<file path="src/rtl/range_scan_ctrl_pkg.sv">
// Shared definitions for the range scan controller: default sizes, FSM states
// and the BCD digit legality helper.
package range_scan_ctrl_pkg;

    localparam int unsigned DEF_DIGITS = 11;
    localparam int unsigned DEF_BIN_W  = 37;   // 2^37 > 10^11
    localparam int unsigned DEF_SUM_W  = 64;
    localparam int unsigned DEF_CNT_W  = 32;

    typedef enum logic [1:0] {
        StIdle,
        StConv,
        StScan,
        StFin
    } state_e;

    // True when a nibble is a legal decimal digit.
    function automatic logic nibble_ok(input logic [3:0] nib);
        return nib <= 4'd9;
    endfunction

endpackage

</file>
<file path="src/rtl/range_scan_ctrl_bcd_inc.sv">
// Combinational DIGITS-digit BCD increment. A 9 wraps to 0 and carries into
// the next digit; the carry out of the top digit is dropped.
module range_scan_ctrl_bcd_inc
    import range_scan_ctrl_pkg::*;
#(
    parameter int unsigned DIGITS = DEF_DIGITS
) (
    input  logic [4*DIGITS-1:0] bcd_i,
    output logic [4*DIGITS-1:0] bcd_o
);

    logic       carry;
    logic [3:0] nib;

    // Ripple the +1 from the least significant digit upwards.
    always_comb begin
        bcd_o = '0;
        carry = 1'b1;
        nib   = '0;
        for (int i = 0; i < int'(DIGITS); i++) begin
            nib = bcd_i[4*i +: 4];
            if (carry && (nib == 4'd9)) begin
                bcd_o[4*i +: 4] = 4'd0;
            end else begin
                bcd_o[4*i +: 4] = nib + {3'b000, carry};
                carry           = 1'b0;
            end
        end
    end

endmodule

</file>
<file path="src/rtl/range_scan_ctrl.sv">
// Walks every ID of an inclusive BCD range, one candidate per cycle, feeding an
// external repeated-half comparator and accumulating the binary value of every
// matching candidate.
module range_scan_ctrl
    import range_scan_ctrl_pkg::*;
#(
    parameter int unsigned DIGITS = DEF_DIGITS,
    parameter int unsigned SUM_W  = DEF_SUM_W,
    parameter int unsigned CNT_W  = DEF_CNT_W,
    parameter int unsigned BIN_W  = DEF_BIN_W
) (
    input  logic                clk,
    input  logic                rst_n,
    input  logic                in_valid,
    output logic                in_ready,
    input  logic [4*DIGITS-1:0] in_lo,
    input  logic [4*DIGITS-1:0] in_hi,
    output logic [4*DIGITS-1:0] cand_bcd,
    input  logic                cand_eq,
    input  logic                sum_clr,
    output logic                busy,
    output logic                range_done,
    output logic                bcd_err,
    output logic [CNT_W-1:0]    match_cnt,
    output logic [SUM_W-1:0]    sum_o
);

    localparam int unsigned W    = 4 * DIGITS;
    localparam int unsigned IdxW = (DIGITS > 1) ? $clog2(DIGITS) : 1;
    localparam logic [IdxW-1:0] LastIdx = IdxW'(DIGITS - 1);

    state_e           state_q, state_d;
    logic [W-1:0]     cur_bcd_q, cur_bcd_d;
    logic [W-1:0]     hi_bcd_q, hi_bcd_d;
    logic [W-1:0]     cand_q, cand_d;
    logic [W-1:0]     cur_bcd_inc;
    logic [BIN_W-1:0] bin_q, bin_d;
    logic [IdxW-1:0]  idx_q, idx_d;
    logic             err_q, err_d;
    logic [SUM_W-1:0] sum_q, sum_d;
    logic [CNT_W-1:0] cnt_q, cnt_d;
    logic             hit;
    logic [3:0]       lo_nib, hi_nib;

    // During CONV both bounds are rotated left one digit per cycle so the digit
    // being converted is always the top nibble; DIGITS rotations restore them.
    function automatic logic [W-1:0] rotl_digit(input logic [W-1:0] v);
        return (v << 4) | (v >> (W - 4));
    endfunction

    assign lo_nib = cur_bcd_q[W-1 -: 4];
    assign hi_nib = hi_bcd_q[W-1 -: 4];

    range_scan_ctrl_bcd_inc #(
        .DIGITS (DIGITS)
    ) u_bcd_inc (
        .bcd_i (cur_bcd_q),
        .bcd_o (cur_bcd_inc)
    );

    // Next-state logic for the range walk.
    always_comb begin
        state_d   = state_q;
        cur_bcd_d = cur_bcd_q;
        hi_bcd_d  = hi_bcd_q;
        cand_d    = cand_q;
        bin_d     = bin_q;
        idx_d     = idx_q;
        err_d     = err_q;
        hit       = 1'b0;

        unique case (state_q)
            StIdle: begin
                if (in_valid) begin
                    cur_bcd_d = in_lo;
                    hi_bcd_d  = in_hi;
                    bin_d     = '0;
                    idx_d     = '0;
                    err_d     = 1'b0;
                    state_d   = StConv;
                end
            end
            StConv: begin
                cur_bcd_d = rotl_digit(cur_bcd_q);
                hi_bcd_d  = rotl_digit(hi_bcd_q);
                bin_d     = (bin_q << 3) + (bin_q << 1) + BIN_W'(lo_nib);
                idx_d     = idx_q + 1'b1;
                if (!nibble_ok(lo_nib) || !nibble_ok(hi_nib)) begin
                    err_d = 1'b1;
                end
                if (idx_q == LastIdx) begin
                    idx_d = '0;
                    // Raw unsigned compare of the restored bounds; exact for legal BCD.
                    if (err_d || (cur_bcd_d > hi_bcd_d)) begin
                        state_d = StFin;
                    end else begin
                        state_d = StScan;
                    end
                end
            end
            StScan: begin
                cand_d = cur_bcd_q;
                hit    = cand_eq;
                if (cur_bcd_q == hi_bcd_q) begin
                    state_d = StFin;
                end else begin
                    cur_bcd_d = cur_bcd_inc;
                    bin_d     = bin_q + 1'b1;
                end
            end
            StFin: begin
                state_d = StIdle;
            end
            default: begin
                state_d = StIdle;
            end
        endcase
    end

    // Match accumulation: a clear takes effect first, then this cycle's match adds.
    always_comb begin
        sum_d = sum_clr ? '0 : sum_q;
        cnt_d = sum_clr ? '0 : cnt_q;
        if (hit) begin
            sum_d = sum_d + SUM_W'(bin_q);
            cnt_d = cnt_d + 1'b1;
        end
    end

    // State and datapath registers.
    always_ff @(posedge clk or negedge rst_n) begin
        if (!rst_n) begin
            state_q   <= StIdle;
            cur_bcd_q <= '0;
            hi_bcd_q  <= '0;
            cand_q    <= '0;
            bin_q     <= '0;
            idx_q     <= '0;
            err_q     <= 1'b0;
            sum_q     <= '0;
            cnt_q     <= '0;
        end else begin
            state_q   <= state_d;
            cur_bcd_q <= cur_bcd_d;
            hi_bcd_q  <= hi_bcd_d;
            cand_q    <= cand_d;
            bin_q     <= bin_d;
            idx_q     <= idx_d;
            err_q     <= err_d;
            sum_q     <= sum_d;
            cnt_q     <= cnt_d;
        end
    end

    // The comparator sees the live candidate in SCAN and the last one otherwise.
    assign cand_bcd   = (state_q == StScan) ? cur_bcd_q : cand_q;
    assign in_ready   = (state_q == StIdle);
    assign busy       = (state_q == StConv) || (state_q == StScan);
    assign range_done = (state_q == StFin);
    assign bcd_err    = (state_q == StFin) && err_q;
    assign match_cnt  = cnt_q;
    assign sum_o      = sum_q;

endmodule

</file>
<file path="config.mk">
export PLATFORM = sky130hd
export DESIGN_NAME = range_scan_ctrl
export DESIGN_NICKNAME = d
export VERILOG_FILES = /design/src/rtl/range_scan_ctrl_pkg.sv /design/src/rtl/range_scan_ctrl_bcd_inc.sv /design/src/rtl/range_scan_ctrl.sv
export SDC_FILE = /design/constraint.sdc
export NUM_CORES = 1
export LEC_CHECK = 0
export ABC_AREA = 1
export CAP_MARGIN = 20
export CORE_AREA = 8 8 360 222
export CTS_BUF_LIST = sky130_fd_sc_hd__clkbuf_16
export DETAILED_ROUTE_END_ITERATION = 12
export DIE_AREA = 0 0 368 230
export GPL_ROUTABILITY_DRIVEN = 0
export PLACE_DENSITY = 0.57
export SYNTH_ARGS = -nofsm -noshare
export SYNTH_HDL_FRONTEND = slang
export SYNTH_SLANG_ARGS = --single-unit
</file>
<file path="constraint.sdc">
create_clock -name clk -period 5.11 [get_ports clk]
set_clock_uncertainty 0.05 [all_clocks]
set_input_delay 0.511 -clock clk [delete_from_list [all_inputs] [get_ports clk]]
set_output_delay 0.511 -clock clk [all_outputs]
set_load 0.03 [all_outputs]
</file>
After elaboration in Yosys (flattened, before gate mapping):

Index checks and enable logic that the tools add are counted.

* output and inout bits: 144
* register bits after elaboration: 272
* word-level logic and storage cells: 120

* mux-type cells: 47
* equal/unequal tests: 20
* add/subtract/negate cells: 17
* order comparisons: 3
* bitwise gates (word level): 2
* reductions and logical operators: 22

Operators with widths (number)
* $mux 44: 4
* $pmux 44 s3: 1
* $mux 64: 2
* $pmux 37 s3: 1
* $or 44x4->44: 2
* $pmux 44 s2: 1
* $mux 37: 2
* $add 64x37->64: 1
* $mux 32: 2
* $mux 4: 13
* $eq 4x4->1 const B: 12
* $eq 44x44->1: 1
* $gt 44x44->1: 1
* $add 4x1->4: 10
* $add 37x1->37 const B: 1
* $add 37x37->37: 1
* $add 37x4->37: 1
* $add 32x1->32 const B: 1
* $mux 1: 15
* $logic_and 1x1->1: 11
* $add 4x1->4 const B: 2
* $le 4x4->1 const B: 2
* $ne 2x2->1 const B: 4
* $pmux 2 s4: 1
* other kinds (12): 19

Logic depth before layout (Yosys ltp):

Gate-level depths: netlist (run 1).

* depth after elaboration: 24
* depth in mapped cells: 21

Cells and area by module:

From an unflattened synthesis (run 1), not the netlist that was laid out.

* cell total of the unflattened synthesis: 3336
* area total of the unflattened synthesis: 22610.4 µm²

Modules (own cells, without submodules)
* range_scan_ctrl: seq. area each 6806.5 µm², area an instance 21464.3 µm², instances 1, cells an instance 3147
* range_scan_ctrl_bcd_inc: seq. area each 0.0 µm², area an instance 1146.1 µm², instances 1, cells an instance 189

Worst setup path after synthesis (run 1):

No wires, ideal clock.

* path type: input-to-reg
* start point: in sum_clr
* end point: reg sum_q[42] (netlist: sum_o[42])
* slack: 1.989 ns
* arrival: 2.957 ns
* setup time: 0.113 ns
* buffers on the path: 4
* stages on the path: 20
* path through: buf_2 buf_2 buf_1 nor2_1 ha_1 inv_1 fa_1 inv_1 nand2_1 o21ai_2 nand2_1 nand2_1 a21oi_1 inv_1 nand3_1 nand3_1 buf_2 nand3_1 nand2_1 inv_1

* longest elaborated chain between the ends: 3

Ends and longest elaborated chain
* from (decl): line range_scan_ctrl.sv:20 `input logic sum_clr,`
* $mux 64 (*): line range_scan_ctrl.sv:122 `sum_d = sum_clr ? '0 : sum_q;`
* $add 64x37->64: line range_scan_ctrl.sv:125 `sum_d = sum_d + SUM_W'(bin_q);`
* $mux 64 (*): line range_scan_ctrl.sv:124 `if (hit) begin`
* named net sum_d[42]: line range_scan_ctrl.sv:40 `logic [SUM_W-1:0] sum_q, sum_d;`
* to (signal assigned): line range_scan_ctrl.sv:150 `sum_q <= sum_d;`
* to (decl): line range_scan_ctrl.sv:40

The timed path passes the listed nets; every way through them passes the cells marked *.
A chain may end at the register's enable or synchronous reset.

Final worst setup path (run 1):

* start point: reg state_q[0]
* end point: out cand_bcd[39]

* longest elaborated chain between the ends: 2

Ends and longest elaborated chain
* from (decl): line range_scan_ctrl.sv:32 `state_e state_q, state_d;`
* from (signal assigned): line range_scan_ctrl.sv:133 `state_q <= StIdle;`
* from (signal assigned): line range_scan_ctrl.sv:143 `state_q <= state_d;`
* $eq 2x2->1: line range_scan_ctrl.sv:156 `assign cand_bcd = (state_q == StScan) ? cur_bcd_q : cand_q;`
* $mux 44
* to (decl): line range_scan_ctrl.sv:18 `output logic [4*DIGITS-1:0] cand_bcd,`

No other way between the ends.

==> impl.org, run 1 <==
** Run status
- Outcome :: finished clean

** Routing
- After detailed routing, the number of vias per cell comes to 5.15.
- Detail-routed net length per standard cell :: 19.6 um
- Total via count in the routed design :: 23300
- Number of design-rule violations left by the first detailed-router iteration :: 2493
- The detail route stage leaves a number of antenna-violating nets equal to 0.
- The first detailed-routing pass ran for 6 iterations.
- The final layout contains routed wiring with a total length of 88.5 mm.
- In the routed design, unresolved DRC markers number 0.

** Global routing
- Wire length of the first global-routing pass :: 134 mm
- Via count of the first global-routing pass :: 21000
- Total global routing track utilization :: 0.201
- Entering global routing, the biggest net connects 109 pins.
- The number of antenna violations at the first check in global routing came to 2.
- After global routing the overflow that remains totals 0.

** Synthesis
- Largest family of logic cells by synthesized area :: simple AND/OR/NAND/NOR gates
- After synthesis the netlist holds a flip-flop and latch count of 272.
- During synthesis, Yosys emitted a total of 0 warnings.
- Of the synthesized area, sequential elements account for 0.308.
- The post-synthesis compound-gate area fraction was 0.149.
- Synthesized net count :: 3566
- Post-Synthesis Cells :: 3291
- Post-Synthesis Mean Instance Area :: 6.71 um^2
- EDFF count, synth :: 0
- Async set-reset flop share out of synthesis :: 1.00
- Commonest register cell after synthesis :: dfrtp_1
- In this run the cell area of the synthesized design comes to 22100 um^2.
- XOR/XNOR share of the synthesized area :: 0.0266
- Of the total synthesized cell area, the portion taken by AND, OR, NAND and NOR gates is 0.321.
- Netlist cell types :: 61
- Of the post-synthesis cell area, the part taken by muxes is 0.
- Of the total synthesized cell area, the portion taken by full adders, half adders and majority gates is 0.104.

** Power and ir drop
- Pwr per Cell Area :: 458 nW/um^2
- For this design the static power due to leakage is 0.0125 uW.
- Across the VDD grid, the largest voltage drop is 0.292 mV.

** CTS
- For the worst-skew pair, the clock arrives at the later sink with an insertion delay of 0.57 ns.
- Clock Pin Slew Worst Setup and Hold Paths :: 0.06 ns
- Number of clock sinks :: 272
- # resized after CTS :: 0
- TritonCTS clock tree :: yes
- The clock passes through at most 3 buffers.
- The H-tree generated during clock tree synthesis spans 2 levels.
- Clock tree synthesis inserted a total of 34 buffers.
- CTS root buffer :: clkbuf_16

** Place
- Summing all placed instances gives a cell area of 25500 um^2.
- Input and output buffers added on the ports amount to 236.
- HPWL after DPL :: 69.8 mm

** Die
- The initial utilization of the core area, before any placement, comes to 0.296.
- The die is 368 um wide.
- The floorplan step defined a die boundary enclosing 84600 um^2.
- Io pins :: 237
- Cell Rows :: 78
- Die span in y :: 230 um
- CORE AREA :: 74600 um^2

** Timing
- Setup violations remaining at the end of the flow were counted as 0.
- The hold violation total from the final report was 0.
- Pin slew with the least headroom to its limit :: 0.959 ns
- Worst relative slew slack :: 0.361
- Setup repair after global routing left no endpoint under its margin.
- Min Tclk post-route :: 3.81 ns
- Highest clock frequency the design can meet :: 263 MHz
- Dividing the final minimum period by the clock period gives 0.745.
- Fin. max-slew vios :: 0
- Setup tns final :: 0 ns

** Finish
- Fin area :: 26700 um^2
- Total number of nets in the final design :: 3763
- Area growth, synth to finish :: 20.7%
- Of the cells placed in the final design, the portion with a size suffix greater than 1 is 0.0436.

** Critical path
- Worst setup startpoint :: state_q[0]
- Worst setup path end :: cand_bcd[39]
- Endpoint kind of the worst setup timing path :: primary output
- Number of cell instances on the worst register-to-register path :: 17
- Critical Path Fanout Max :: 36
- The worst register-to-register path begins at cur_bcd_q[43].
- STA puts the critical path data required time at 4.55 ns.
- Type of the setup path with the least slack :: flop to primary output
- Register-to-register setup slack :: 1.72 ns
- In this run the critical register-to-register path is captured at bin_q[23].
- CP Launch Type :: flop
- At the worst endpoint, the arrival time is 3.25 ns.

** Flow run
- # Max-Cap Violations :: 0

** Worst hold path
- Worst hold path startpoint :: sum_clr
- Hold crit path type :: primary input to flop
routing by layer:
layer | wire (um) | track usage
met1 | 45300 | 0.328
met5 | 0 | 0
met3 | 9740 | 0.0582
met2 | 32000 | 0.250
met4 | 1460 | 0.0384
synth_stat cells, drive strengths merged (2+ instances only):
master | number | area share
a21boi | 2 | 0.00068
a21o | 6 | 0.0020
a21oi | 155 | 0.035
a22o | 6 | 0.0024
a31oi | 10 | 0.0028
buf | 36 | 0.0082
clkbuf | 59 | 0.010
dfrtp | 272 | 0.31
fa | 3 | 0.0027
ha | 179 | 0.10
inv | 430 | 0.073
nand2 | 935 | 0.16
nand3 | 199 | 0.047
nand3b | 18 | 0.0061
nand4 | 54 | 0.016
nor2 | 359 | 0.065
nor3 | 56 | 0.014
nor3b | 5 | 0.0017
nor4 | 16 | 0.0048
nor4b | 2 | 0.0011
o211ai | 80 | 0.027
o21a | 7 | 0.0024
o21ai | 273 | 0.062
o21bai | 12 | 0.0041
o221ai | 7 | 0.0028
o22ai | 9 | 0.0025
o31ai | 6 | 0.0020
or2 | 15 | 0.0042
xnor2 | 27 | 0.011
xor2 | 40 | 0.016
logic make-up (layout without fill, tap and decap cells):
group,after synthesis,count (layout)
simple gates,1663,1663
compound gates,581,581
buf+inv,526,748
flops,272,272
fa+ha+maj,182,182
xor+xnor,67,67
other cells,0,2
area by class of cell:
class                   count  area (um^2)
diodes                      2         5.00
clock buffers              34          851
clock inverters            27          273
fillers                  7981        47900
inverters                 431         1620
multi-input cells        2493        13300
flip-flops and latches    272         6810
well taps                1000         1250
repair buffers            256         2560
worst min-delay path by stage:
stage / end / depth (start not counted) / slack [ns]
global placement: cand_q[39] / 2 / 0.41
detailed placement: cand_q[39] / 2 / 0.41
floorplan: bin_q[0] / 0 / 0.17
finish: sum_o[36] / 4 / 0.42
global route: sum_o[35] / 4 / 0.42
CTS: sum_o[35] / 4 / 0.38
placed cells by master, fill, tap and decap left out, types with 8 or more instances in the layout:
| master | n |
|---|---|
| a21oi_1 | 154 |
| a31oi_1 | 10 |
| buf_4 | 15 |
| clkbuf_16 | 34 |
| clkdlybuf4s50_1 | 234 |
| dfrtp_1 | 272 |
| ha_1 | 176 |
| inv_1 | 420 |
| inv_2 | 14 |
| nand2_1 | 929 |
| nand3_1 | 194 |
| nand3b_1 | 18 |
| nand4_1 | 52 |
| nor2_1 | 338 |
| nor2_2 | 15 |
| nor3_1 | 48 |
| nor3_2 | 8 |
| nor4_1 | 15 |
| o211ai_1 | 80 |
| o21ai_0 | 243 |
| o21ai_1 | 29 |
| o21bai_1 | 12 |
| o22ai_1 | 9 |
| or2_2 | 13 |
| xnor2_1 | 27 |
| xor2_1 | 40 |
flip-flops by register name, summed over array words and instances (netlist names):
name,count
bin_q,37
cand_q,44
cur_bcd_q,44
err_q,1
hi_bcd_q,44
idx_q,4
match_cnt,32
state_q,2
sum_o,64
per-stage QoR:
step / util / std cells / worst slack (ns) / power [uW] / hold WS (ns)
finish: 0.358 / 4515 / 1.30 / 12200 / 0.420
global route: 0.358 / 4515 / 1.18 / 13100 / 0.419
CTS: 0.358 / 4513 / 1.28 / 12200 / 0.379
detailed placement: 0.342 / 4451 / 1.53 / 9600 / 0.414
global placement: 0.342 / 4451 / 1.53 / 9540 / 0.406
floorplan: - / 3291 / 1.99 / 7300 / 0.165
critical path: stages, from the launching register on:
cell             delay, ns
dfrtp_1               0.45
inv_1                 0.12
ha_2                  0.26
buf_4                 0.47
buf_4                 0.41
nand2_1               0.12
nand2_1               0.10
clkdlybuf4s50_1       0.74
where the power goes:
group          switching (uW)  total [uW]  internal, uW
Combinational            4260        6340          2080
Clock                    1110        2550          1440
Sequential                557        3330          2770
Total                    5930       12200          6280
what timing repair did:
item	in CTS	in global routing
buffers inserted	0	0
hold endpoints to repair	32	0
hold buffers	1	0
No activity file was read; power rests on OpenSTA's default activity.
==> inputs of run 2 (changes only) <==
--- a/config.mk
+++ b/config.mk
@@ -12,7 +12,7 @@
 export DETAILED_ROUTE_END_ITERATION = 12
 export DIE_AREA = 0 0 368 230
 export GPL_ROUTABILITY_DRIVEN = 0
-export PLACE_DENSITY = 0.57
+export PLACE_DENSITY = 0.59
 export SYNTH_ARGS = -nofsm -noshare
 export SYNTH_HDL_FRONTEND = slang
 export SYNTH_SLANG_ARGS = --single-unit
==> constraint.sdc (replaced) <==
create_clock -name clk -period 3.2 [get_ports clk]
set_clock_uncertainty 0.05 [all_clocks]
set_input_delay 0.32 -clock clk [delete_from_list [all_inputs] [get_ports clk]]
set_output_delay 0.32 -clock clk [all_outputs]
set_load 0.03 [all_outputs]
==> impl.org, run 2 (synthesized netlist as in run 1, its figures left out) <==
** Die
- Starting utilization of the core area :: 0.296
- Die span in y :: 230 um
- The die covers 84600 um^2.
- In this run the standard cell core region covers 74600 um^2.
- Cell Rows :: 78
- Io pins :: 237
- The floorplan step set the die width to 368 um.

** Timing
- The hold violation total from the final report came to 0.
- Of the available clock period, the critical path in the final layout requires 0.941.
- Based on the critical path, the design can be clocked at up to 332 MHz.
- Setup tns final :: 0 ns
- The final number of max-transition violations came to 0.
- Pin slew with the least headroom to its limit :: 0.833 ns
- Setup violations remaining at the end of the flow were counted as 0.
- In this run the tightest slew margin relative to its limit is 0.444.
- Min Tclk post-route :: 3.01 ns
- Unrepaired setup endpoints after global routing :: no

** Routing
- The pre-antenna-repair detailed-routing pass consisted of 6 iterations.
- Total wire length after detailed routing :: 89.1 mm
- Post-route DRC violation count :: 0
- Number of design-rule violations left by the first detailed-router iteration :: 2814
- Detail-routed net length per standard cell :: 19.4 um
- After detailed routing, the number of vias per cell comes to 5.10.
- Number of routed nets with antenna violations :: 0
- The detailed router placed 23400 vias in this run.

** Critical path
- Number of buffer and inverter stages on the critical path :: 5
- CP Launch Type :: flop
- Along the worst path, the maximum fanout reaches 70.
- On the critical path the largest part of the delay comes from buffers and inverters.
- Type of the setup path with the least slack :: flop to primary output
- Cell occurring most often along the worst timing path :: buf_4
- Data required, critical path :: 2.83 ns
- Endpoint kind of the worst setup timing path :: primary output
- CP cell instances :: inv_1 > ha_2 > inv_4 > buf_16 > buf_4 > nand2_1 > o21ai_0 > buf_4
- Worst endpoint data arrival time :: 2.64 ns
- Worst stage delay on the critical path :: 0.45 ns
- Slowest stage cell on the critical path :: dfrtp_1

** Finish
- Share of layout cells above drive strength 1 :: 0.0733
- Leaving out fill and tap cells, the most frequent cell in the layout is nand2_1.
- In the final design database the tool counted 3836 nets.
- Fin area :: 27100 um^2
- The repair_antennas step left the layout with diodes totalling 0.
- Fill cells :: 8036
- Final Core Density :: 0.364
- Leaving out fill and tap cells, the most frequent cells in the layout are nand2_1 (928), inv_1 (420), nor2_1 (338).
- Area growth, synth to finish :: 22.9%
- Flip-flop count of the largest register, all copies and words added :: 64

** Place
- Placed inst area :: 26000 um^2
- Summed over all nets, the half-perimeter wirelength after detailed placement is 71.6 mm.
- In this run the tool buffered the top-level ports with 236 buffer cells.

** CTS
- The clock reaches the later pin of the worst-skew pair after 0.56 ns.
- Inserted Clock Buffers :: 35
- TritonCTS built the clock tree.
- CTS root buffer :: clkbuf_16
- Bufs on Longest Clock Path :: 3
- For this design, the sink count on the clock tree is 272.
- Level count of the clock H-tree :: 2
- Clock Pin Slew Worst Setup and Hold Paths :: 0.06 ns

** Global routing
- The number of antenna violations at the first check in global routing is 1.
- For this run, global-route usage on met1 was measured as 0.324.
- Via count of the first global-routing pass :: 21500
- Wire length of the first global-routing pass :: 136 mm
- Pin count of the biggest net entering global routing :: 137
- Total global routing track utilization :: 0.204
- For met2 alone, demand over resource in global routing was 0.254.
- Busiest layer in global routing :: met1
- Met3 GRT Util :: 0.0742
- GR Overflow Total :: 0

** Power and ir drop
- VDD IR max :: 0.534 mV
- In this run the power density over the cells is 716 nW/um^2.
- In this run the static leakage power is 0.0129 uW.

** Flow run
- The tool flagged a number of max-cap violations equal to 0.

** Worst hold path
- Hold crit path type :: primary input to flop

** Run status
- Outcome :: finished clean
==> run 2: routing by layer <==
layer,vias up,share of wire
met2,1092,0.36
met5,-,0.00015
met1,10800,0.49
met3,105,0.13
met4,2,0.017
li1,11400,-
==> run 2: cell type report <==
class / count / area, um^2 / area share
Clock buffer: 35 / 876 / 0.0323
Clock inverter: 27 / 194 / 0.00714
Inverter: 431 / 1620 / 0.0597
Multi-Input combinational cell: 2493 / 13300 / 0.490
Sequential cell: 272 / 6810 / 0.251
Tap cell: 1000 / 1250 / 0.0461
Timing Repair Buffer: 328 / 3090 / 0.114
==> run 2: through the flow <==
stage / instances / setup slack (ns) / hold WS (ns) / total power, uW
6_report: 4586 / 0.187 / 0.184 / 19400
5_1_grt: 4586 / 0.0000295 / 0.187 / 20900
4_1_cts: 4586 / 0.000266 / 0.159 / 19400
3_5_place_dp: 4523 / 0.0605 / 0.301 / 15400
3_3_place_gp: 4523 / 0.0598 / 0.310 / 15300
2_1_floorplan: 3291 / 0.270 / -0.0256 / 11700
==> run 2: worst paths after layout <==
kind	start	to	slack (ns)	cells after the start
worst max-delay path	state_q[0]	cand_bcd[35]	0.19	8
worst min-delay path	sum_clr	sum_o[0]	0.18	4
worst max register to register	sum_o[24]	sum_o[48]	0.21	13
worst min register to register	cand_q[30]	cand_q[30]	0.42	2
max in group asynchronous	rst_n	hi_bcd_q[41]	1.99	3
min in group asynchronous	rst_n	cand_q[15]	0.29	2
==> run 2: repair_timing <==
action	CTS	global route
resized for setup	2	13
setup endpoints to repair	3	22
cloned	0	0
hold endpoints to repair	67	0
hold buffers	1	0
setup buffers	0	0
==> run 2: worst reg2reg max path: stages (launching register included) <==
cell,delay (ns)
dfrtp_1,0.36
inv_1,0.06
nor2_1,0.39
ha_1,0.39
nand2_1,0.15
nor2_1,0.32
inv_1,0.11
nor2_1,0.13
inv_1,0.08
nor3_1,0.21
nand3_1,0.11
nand3_1,0.27
nand2_1,0.12
xor2_1,0.15
==> run 2: report_power, final <==
group	internal [uW]	leakage, uW	switching, uW
Combinational	3420	0.00884	6960
Clock	2160	0.000535	1720
Sequential	4420	0.00356	750
